==> src/rtl/dp_pkg.sv <==
// Shared 7-segment definitions: lit-pattern code table and scan-decoder states.
package dp_pkg;

    localparam int unsigned SEG_W    = 7;
    localparam int unsigned NIBBLE_W = 4;

    // Lit pattern (GFEDCBA) for hex digits F..0; entry i is the pattern for nibble i.
    localparam logic [15:0][SEG_W-1:0] SEG_TABLE = {
        7'h71, 7'h79, 7'h5E, 7'h39, 7'h7C, 7'h77, 7'h6F, 7'h7F,
        7'h07, 7'h7D, 7'h6D, 7'h66, 7'h4F, 7'h5B, 7'h06, 7'h3F
    };

    typedef enum logic [1:0] {
        ST_IDLE,
        ST_SETTLE,
        ST_HOLD
    } dp_state_e;

endpackage

==> src/rtl/dp_seg_decode.sv <==
// Combinational lit-pattern to nibble decoder; unknown patterns give 0 and err.
module dp_seg_decode
    import dp_pkg::*;
(
    input  logic [SEG_W-1:0]    lit,
    output logic [NIBBLE_W-1:0] nibble_c,
    output logic                err_c
);

    // Search the shared table; a pattern matches at most one entry.
    always_comb begin
        nibble_c = '0;
        err_c    = 1'b1;
        for (int i = 0; i < 16; i++) begin
            if (lit == SEG_TABLE[i]) begin
                nibble_c = NIBBLE_W'(i);
                err_c    = 1'b0;
            end
        end
    end

endmodule

==> src/rtl/dp_scan_decoder.sv <==
// Recovers hex digits from a multiplexed 7-segment bus and emits whole frames.
module dp_scan_decoder
    import dp_pkg::*;
#(
    parameter int unsigned DIGITS         = 4,
    parameter bit          SEG_ACTIVE_LOW = 1'b1,
    parameter bit          COM_ACTIVE_LOW = 1'b1,
    parameter int unsigned SETTLE_CYC     = 4,
    parameter int unsigned TIMEOUT_CYC    = 65535
) (
    input  logic                         clk,
    input  logic                         rst_n,
    input  logic [SEG_W-1:0]             seg,
    input  logic [DIGITS-1:0]            com,
    output logic [NIBBLE_W*DIGITS-1:0]   value,
    output logic [DIGITS-1:0]            seg_err,
    output logic                         frame_valid,
    output logic                         stale
);

    localparam int unsigned CW = $clog2(SETTLE_CYC + 1);
    localparam int unsigned TW = $clog2(TIMEOUT_CYC + 1);
    localparam int unsigned PW = SEG_W + DIGITS;

    logic [SEG_W-1:0]    lit;
    logic [DIGITS-1:0]   sel;
    logic                sel_valid;
    logic [NIBBLE_W-1:0] dec_nib;
    logic                dec_err;

    dp_state_e                         state_q, state_d;
    logic [CW-1:0]                     cnt_q, cnt_d, cnt_nx;
    logic [TW-1:0]                     tcnt_q, tcnt_d;
    logic [PW-1:0]                     pat_q, pat_d;
    logic [DIGITS-1:0]                 seen_q, seen_d;
    logic [DIGITS-1:0][NIBBLE_W-1:0]   slot_val_q, slot_val_d;
    logic [DIGITS-1:0]                 slot_err_q, slot_err_d;
    logic [DIGITS-1:0][NIBBLE_W-1:0]   value_q, value_d;
    logic [DIGITS-1:0]                 seg_err_q, seg_err_d;
    logic                              frame_valid_q, frame_valid_d;
    logic                              stale_q, stale_d;
    logic                              changed, start, cont, sample;

    // Normalise polarity so lit/sel are active-high everywhere below.
    assign lit       = SEG_ACTIVE_LOW ? ~seg : seg;
    assign sel       = COM_ACTIVE_LOW ? ~com : com;
    assign sel_valid = $onehot(sel);

    dp_seg_decode u_dec (
        .lit      (lit),
        .nibble_c (dec_nib),
        .err_c    (dec_err)
    );

    // Settle FSM, frame assembly and blanking timeout.
    always_comb begin
        state_d       = state_q;
        cnt_d         = cnt_q;
        tcnt_d        = tcnt_q;
        pat_d         = {lit, sel};
        seen_d        = seen_q;
        slot_val_d    = slot_val_q;
        slot_err_d    = slot_err_q;
        value_d       = value_q;
        seg_err_d     = seg_err_q;
        frame_valid_d = 1'b0;
        stale_d       = stale_q;
        sample        = 1'b0;

        changed = ({lit, sel} != pat_q);
        start   = sel_valid && ((state_q == ST_IDLE) || changed);
        cont    = sel_valid && (state_q == ST_SETTLE) && !changed;

        // The cycle a new pattern appears counts as the first stable cycle.
        if (start) begin
            cnt_nx = CW'(1);
        end else if (cnt_q == CW'(SETTLE_CYC)) begin
            cnt_nx = cnt_q;
        end else begin
            cnt_nx = cnt_q + CW'(1);
        end

        if (start || cont) begin
            cnt_d = cnt_nx;
            if (cnt_nx >= CW'(SETTLE_CYC)) begin
                sample  = 1'b1;
                state_d = ST_HOLD;
            end else begin
                state_d = ST_SETTLE;
            end
        end else if (!sel_valid) begin
            state_d = ST_IDLE;
            cnt_d   = '0;
        end

        // Publish the completed frame; slots keep any sample taken this cycle.
        if (&seen_q) begin
            frame_valid_d = 1'b1;
            value_d       = slot_val_q;
            seg_err_d     = slot_err_q;
            seen_d        = '0;
        end

        if (sample) begin
            for (int i = 0; i < int'(DIGITS); i++) begin
                if (sel[i]) begin
                    slot_val_d[i] = dec_nib;
                    slot_err_d[i] = dec_err;
                    seen_d[i]     = 1'b1;
                end
            end
        end

        // Long blanking marks the bus stale and drops any partial frame.
        if (sel_valid) begin
            tcnt_d  = '0;
            stale_d = 1'b0;
        end else begin
            if (tcnt_q != TW'(TIMEOUT_CYC)) begin
                tcnt_d = tcnt_q + TW'(1);
            end
            if (tcnt_d == TW'(TIMEOUT_CYC)) begin
                stale_d = 1'b1;
                seen_d  = '0;
            end
        end
    end

    // State and output registers.
    always_ff @(posedge clk or negedge rst_n) begin
        if (!rst_n) begin
            state_q       <= ST_IDLE;
            cnt_q         <= '0;
            tcnt_q        <= '0;
            pat_q         <= '0;
            seen_q        <= '0;
            slot_val_q    <= '0;
            slot_err_q    <= '0;
            value_q       <= '0;
            seg_err_q     <= '0;
            frame_valid_q <= 1'b0;
            stale_q       <= 1'b0;
        end else begin
            state_q       <= state_d;
            cnt_q         <= cnt_d;
            tcnt_q        <= tcnt_d;
            pat_q         <= pat_d;
            seen_q        <= seen_d;
            slot_val_q    <= slot_val_d;
            slot_err_q    <= slot_err_d;
            value_q       <= value_d;
            seg_err_q     <= seg_err_d;
            frame_valid_q <= frame_valid_d;
            stale_q       <= stale_d;
        end
    end

    assign value       = value_q;
    assign seg_err     = seg_err_q;
    assign frame_valid = frame_valid_q;
    assign stale       = stale_q;

endmodule

==> config.mk <==
export PLATFORM = sky130hd
export DESIGN_NAME = dp_scan_decoder
export DESIGN_NICKNAME = d
export VERILOG_FILES = /design/src/rtl/dp_pkg.sv /design/src/rtl/dp_seg_decode.sv /design/src/rtl/dp_scan_decoder.sv
export SDC_FILE = /design/constraint.sdc
export NUM_CORES = 1
export LEC_CHECK = 0
export CAP_MARGIN = 20
export CORE_MARGIN = 1
export CORE_UTILIZATION = 35
export DETAILED_ROUTE_END_ITERATION = 6
export GPL_TIMING_DRIVEN = 0
export MAX_ROUTING_LAYER = met4
export PLACE_DENSITY_LB_ADDON = 0.15
export SYNTH_ARGS = -nofsm -noshare
export SYNTH_HDL_FRONTEND = slang
export SYNTH_HIERARCHICAL = 1
export SYNTH_SLANG_ARGS = --single-unit
export TNS_END_PERCENT = 50
==> constraint.sdc <==
create_clock -name clk -period 4.9 [get_ports clk]
set_clock_uncertainty 0.05 [all_clocks]
set_input_delay 0.98 -clock clk [delete_from_list [all_inputs] [get_ports clk]]
set_output_delay 0.98 -clock clk [all_outputs]
set_load 0.01 [all_outputs]
== After elaboration in Yosys (flattened, before gate mapping) ==
Cells that the tools add are included.
Cells by class
  muxes and demuxes: 54
  equality and inequality tests: 23
  $lt $le $gt $ge: 1
  bitwise operators: 2
  reductions and logical operators: 13
  add/sub/neg operators: 5
Operators with widths (count)
  $eq A7 B7 Y1 const B: 12
  $mux W16: 3
  $mux W4: 12
  $mux W1: 26
  $mux W3: 8
  $add A16 B1 Y16 const B: 1
  $eq A16 B16 Y1 const B: 1
  $ne A16 B16 Y1 const B: 1
  $eq A7 B3 Y1 const B: 2
  $eq A7 B6 Y1 const B: 2
  $ne A11 B11 Y1: 1
  $mux W2: 5
  $reduce_and A2 Y1: 4
  $not A7 Y7: 1
  $add A1 B1 Y2: 2
  $not A4 Y4: 1
  $reduce_and A4 Y1: 1
  $add A2 B2 Y3: 1
  $add A3 B1 Y3 const B: 1
  $eq A3 B1 Y1 const B: 1
  $eq A3 B3 Y1 const B: 1
  $ge A3 B3 Y1 const B: 1
  $logic_and A1 B1 Y1: 3
  $eq A2 B1 Y1 const B: 1
  5 further kinds: 6
Storage, ports and cells
  logic and storage cells: 118
  bits of input ports: 13
  bits in registers: 78
  output and inout bits: 22

== Depth between registers and ports, before layout ==
  word-level depth: 18
  gate-level depth with buffers: 9
  gate-level depth less buffers: 9

== Cells and area by module ==
Netlist, hierarchy kept.
Modules (own cells, without submodules)
  dp_scan_decoder: times used 1, cells an instance 349, sequential area each 1951.9 um2, area an instance 3553.4 um2
  dp_seg_decode: times used 1, cells an instance 56, sequential area each 0.0 um2, area an instance 365.4 um2

== Worst setup path after synthesis ==
Ideal clock, no wire load.
  path type: input port to flip-flop
  start point: input port com[0]
  end point: register slot_val_q[8] (netlist bit)
  setup time: 0.125 ns
  arrival: 2.957 ns
  setup slack: 1.769 ns
  stages: 8
  required time: 4.725 ns
  buffers on the path: 0
  cells stage by stage: fa_1 -> inv_1 -> ha_1 -> ha_1 -> nor2_1 -> nand2_1 -> nor3_2 -> mux2_2
Between the ends
  longest elaborated chain between the ends: 10
  elaborated cells between the ends (all ways): 16
  those cells by class: 2 x add/sub; 1 x order compare; 2 x eq/ne; 3 x mux; 1 x bitwise; 7 x reduce/logical
RTL lines
  start: declaration: line dp_scan_decoder.sv:14  | input logic [DIGITS-1:0] com,
  $not A4 Y4 (*): line dp_scan_decoder.sv:46  | assign sel = COM_ACTIVE_LOW ? ~com : com;
  $add A1 B1 Y2 (implied by the code): line dp_scan_decoder.sv:47  | assign sel_valid = $onehot(sel);
  $add A2 B2 Y3 (implied by the code): line dp_scan_decoder.sv:47
  $eq A3 B1 Y1: line dp_scan_decoder.sv:47
  $logic_and A1 B1 Y1: line dp_scan_decoder.sv:71  | start = sel_valid && ((state_q == ST_IDLE) || changed);
  $mux W3: line dp_scan_decoder.sv:75  | if (start) begin
  $ge A3 B3 Y1: line dp_scan_decoder.sv:85  | if (cnt_nx >= CW'(SETTLE_CYC)) begin
  $mux W1: line dp_scan_decoder.sv:85
  $mux W1 (*): line dp_scan_decoder.sv:83  | if (start || cont) begin
  $reduce_and A2 Y1 (no source line) (*)
  end signal: assignment: line dp_scan_decoder.sv:149  | slot_val_q <= slot_val_d;
  end: declaration: line dp_scan_decoder.sv:36  | logic [DIGITS-1:0][NIBBLE_W-1:0] slot_val_q, slot_val_d;
Mark *: on every way between the ends. The rest lies on a longest branch, timed or not.
A chain may end at the register's enable or synchronous reset.

== Final worst setup path ==
  start point: input port com[0]
  end point: register slot_val_q[7] (netlist bit)
The elaborated chain is that of the path after synthesis.

==> flow_summary.toml <==
[status]
outcome = "finished, final reports clean"

[setup_path]
cp_slowest_stage_delay_ns = 0.59
critPathMaxFanout = 8
critical_path.slowest_cell = "sky130_fd_sc_hd__fa_1"
r2r.worst_path.cells = 8
critical_path.n_buffers_inverters = 2
worst_ep_required_time_ns = 5.10
worst_r2r_endpoint = "seen_q[2]"
critical_path_class = "primary input to register"
critPathCapture = "slot_val_q[7]"
regToRegStartpoint = "tcnt_q[0]"
worst_ep_arrival_time_ns = 3.87
timing.critical_path.mode_cell = "sky130_fd_sc_hd__ha_1"
crit_cells = 9
critical_path.startpoint = "com[0]"
worst_setup_start_kind = "primary input"
critical_path.endpoint_type = "register"
reg2reg_slack_ns = 2.05
critical-path-top-delay-family = "adder cells"
cp_cell_sequence = "clkdlybuf4s50_1 > fa_1 > inv_1 > ha_1 > ha_1 > nor2_1 > nand2_1 > nor3_2 > mux2_2"

[drt]
detail_route.vias_per_cell = 5.01
drt_iter0_drc = 136
detail_route.wl_per_cell_um = 14.0
vias = 2983
wl_mm = 8.36
drc = 0
drt_pre_antenna_iters = 4
route.antenna.remaining_nets = 0

[timing]
slew_headroom = 0.512
max_clock_freq_mhz = 272
timing.hold.ws_ns = 0.416
setup_viol_count_final = 0
min_period_over_period = 0.751
post_layout_minimum_cycle_time_ns = 3.68
maxSlewViolCount = 0
worst_slew_pin_slew_ns = 0.726
rsz0062_at_grt = "false"
report.final.hold_viol_count = 0

[pwr]
tot_pwr_mw = 1.42
peakVddDrop_uv = 126
powerDensity_mw_per_mm2 = 304
power.static_leakage_nw = 2.19

[floorplanning]
initial_core_utilization = 0.360
fp.coreArea_mm2 = 0.0109
die_width_um = 108
io_pins = 35
rows = 38
die_h_um = 108
die_area_mm2 = 0.0116

[grt]
grt_remaining_overflow = 0
grt_util_all_layers = 0.164
first_pass_grt_wire_length_mm = 14.1
grt_start_max_net_pins = 59
via_count_of_the_first_global_routing_pass = 2869
antenna_found_initial = 0

[place]
gp_congestion = 0.827
count_of_buffers_from_port_buffering = 34
placedCellCount = 580
dp_hpwl_mm = 6.02

[yosys]
synthTopCellsByArea = "sky130_fd_sc_hd__dfrtp_1 (50%), sky130_fd_sc_hd__nand2_1 (8.2%), sky130_fd_sc_hd__mux2_1 (3.7%)"
yosys.area.top_type_share = 0.498
synth_enable_flop_cells = 0
synthDistinctLibCells = 55
mappedNetlistArea_mm2 = 0.00392
synthCells = 405
synth_fp_nets = 424
synth.yosys.seq_area_share = 0.498
syn_warnings = 6
synthesis.area_per_instance_um2 = 9.68
synth_top_cell_by_area = "sky130_fd_sc_hd__dfrtp_1"
ys_ff_latch = 78
synth-main-ff-cell = "sky130_fd_sc_hd__dfrtp_1"
async_flop_share = 1.00

[clocking]
tritoncts = "done"
post_cts.resized_instances = 0
cts.clk_slew.worst_paths_ns = 0.08
clock-sinks = 78
worstSkewPairLatency_ns = 0.36
cts_hold_buf = 0
clock_root_buffer = "sky130_fd_sc_hd__clkbuf_8"
htreeDepth = 3
cts_made_buffers = 9
number_of_buffers_added_for_setup_after_cts = 0
cts_buffer_depth = 2

[hold_path]
holdCritPathClass = "register to register"
whs_path_depth = 2

[layout]
flow.area_growth_from_synthesis_pct = 19.4
insertedDiodeCount = 0
layout_net_count = 470
post_layout_nonfiller_instances = 595
final_core_utilization = 0.430
layout-drive-gt1-share = 0.0945

[job]
drv.max_cap_violation_count = 0
-- metrics by stage --
stage          setup WS [ns]  TNS (ns)  area, um2
3_3_place_gp         -0.0440     -2.94       4430
6_report                1.22         0       4680
5_1_grt                 1.02         0       4680
3_5_place_dp           0.818         0       4460
4_1_cts                 1.20         0       4680
2_1_floorplan           1.77         0       3920
-- cells in the mapped netlist, types with 5 or more instances --
master / number
sky130_fd_sc_hd__a21oi_1: 12
sky130_fd_sc_hd__a31oi_1: 5
sky130_fd_sc_hd__and3_1: 7
sky130_fd_sc_hd__buf_2: 7
sky130_fd_sc_hd__clkbuf_1: 10
sky130_fd_sc_hd__dfrtp_1: 78
sky130_fd_sc_hd__ha_1: 5
sky130_fd_sc_hd__inv_1: 24
sky130_fd_sc_hd__mux2_1: 13
sky130_fd_sc_hd__mux2_2: 7
sky130_fd_sc_hd__nand2_1: 86
sky130_fd_sc_hd__nand3_1: 16
sky130_fd_sc_hd__nand4_1: 9
sky130_fd_sc_hd__nor2_1: 24
sky130_fd_sc_hd__o21ai_0: 14
sky130_fd_sc_hd__or3_1: 6
sky130_fd_sc_hd__xor2_1: 15
-- kinds of logic after synthesis --
group	count (synthesis)	synth area share
AOI/OAI and AO/OA	57	0.0967
xor gates and xnor gates	19	0.0425
adders and majority gates	6	0.0211
buffers and inverters	44	0.0492
DFF	78	0.498
muxes	22	0.0626
and+or+nand+nor	179	0.230
-- tightest hold or removal path, cell delays in order (launching register included) --
cell and delay, ns:
sky130_fd_sc_hd__dfrtp_1 0.34, sky130_fd_sc_hd__nand2_1 0.05, sky130_fd_sc_hd__nand2_1 0.05
-- routing by layer --
metal / up-vias / GRT usage / wire [um]
li1: 1484 / - / -
met1: 1443 / 0.217 / 4180
met2: 44 / 0.248 / 3790
met3: 12 / 0.0351 / 260
met4: 0 / 0.0616 / 131
met5: - / - / 0
-- layout make-up --
| type | instances | area [um2] |
|---|---|---|
| repair buffers | 35 | 365 |
| inverters | 24 | 90.1 |
| multi-input cells | 283 | 1770 |
| plain buffers | 20 | 103 |
| clock inverters | 5 | 83.8 |
| well taps | 140 | 175 |
| clock buffers | 10 | 138 |
| flip-flops and latches | 78 | 1950 |
| fillers | 1082 | 6210 |
-- report_power, final --
group	switching [mW]	internal, mW	leakage (nW)
combinational	0.120	0.0741	1.03
sequential	0.0204	0.668	1.06
clock	0.240	0.299	0.105
-- sequential cells by signal (all words and copies together), names as in the netlist --
signal,cells
slot_val_q,16
tcnt_q,16
value,16
pat_q,11
seen_q,4
seg_err,4
slot_err_q,4
cnt_q,3
state_q,2
frame_valid,1
stale,1
-- worst min-delay path by stage --
stage / start / end / slack, ns
after detailed placement: slot_val_q[1] / value[1] / 0.40
final: slot_val_q[2] / value[2] / 0.42
after global placement: slot_val_q[9] / value[9] / 0.40
after floorplan: slot_err_q[0] / seg_err[0] / 0.38
after global routing: slot_err_q[0] / seg_err[0] / 0.44
after CTS: slot_err_q[0] / seg_err[0] / 0.42
-- cell usage in the layout, fill, tap and decap left out, types with 12 or more instances in the layout --
master / n
sky130_fd_sc_hd__clkdlybuf4s50_1: 33
sky130_fd_sc_hd__dfrtp_1: 78
sky130_fd_sc_hd__a21oi_1: 12
sky130_fd_sc_hd__inv_1: 24
sky130_fd_sc_hd__nand3_1: 16
sky130_fd_sc_hd__nor2_1: 24
sky130_fd_sc_hd__mux2_1: 13
sky130_fd_sc_hd__o21ai_0: 14
sky130_fd_sc_hd__xor2_1: 15
sky130_fd_sc_hd__nand2_1: 86
(Power assumes the default switching activity.)
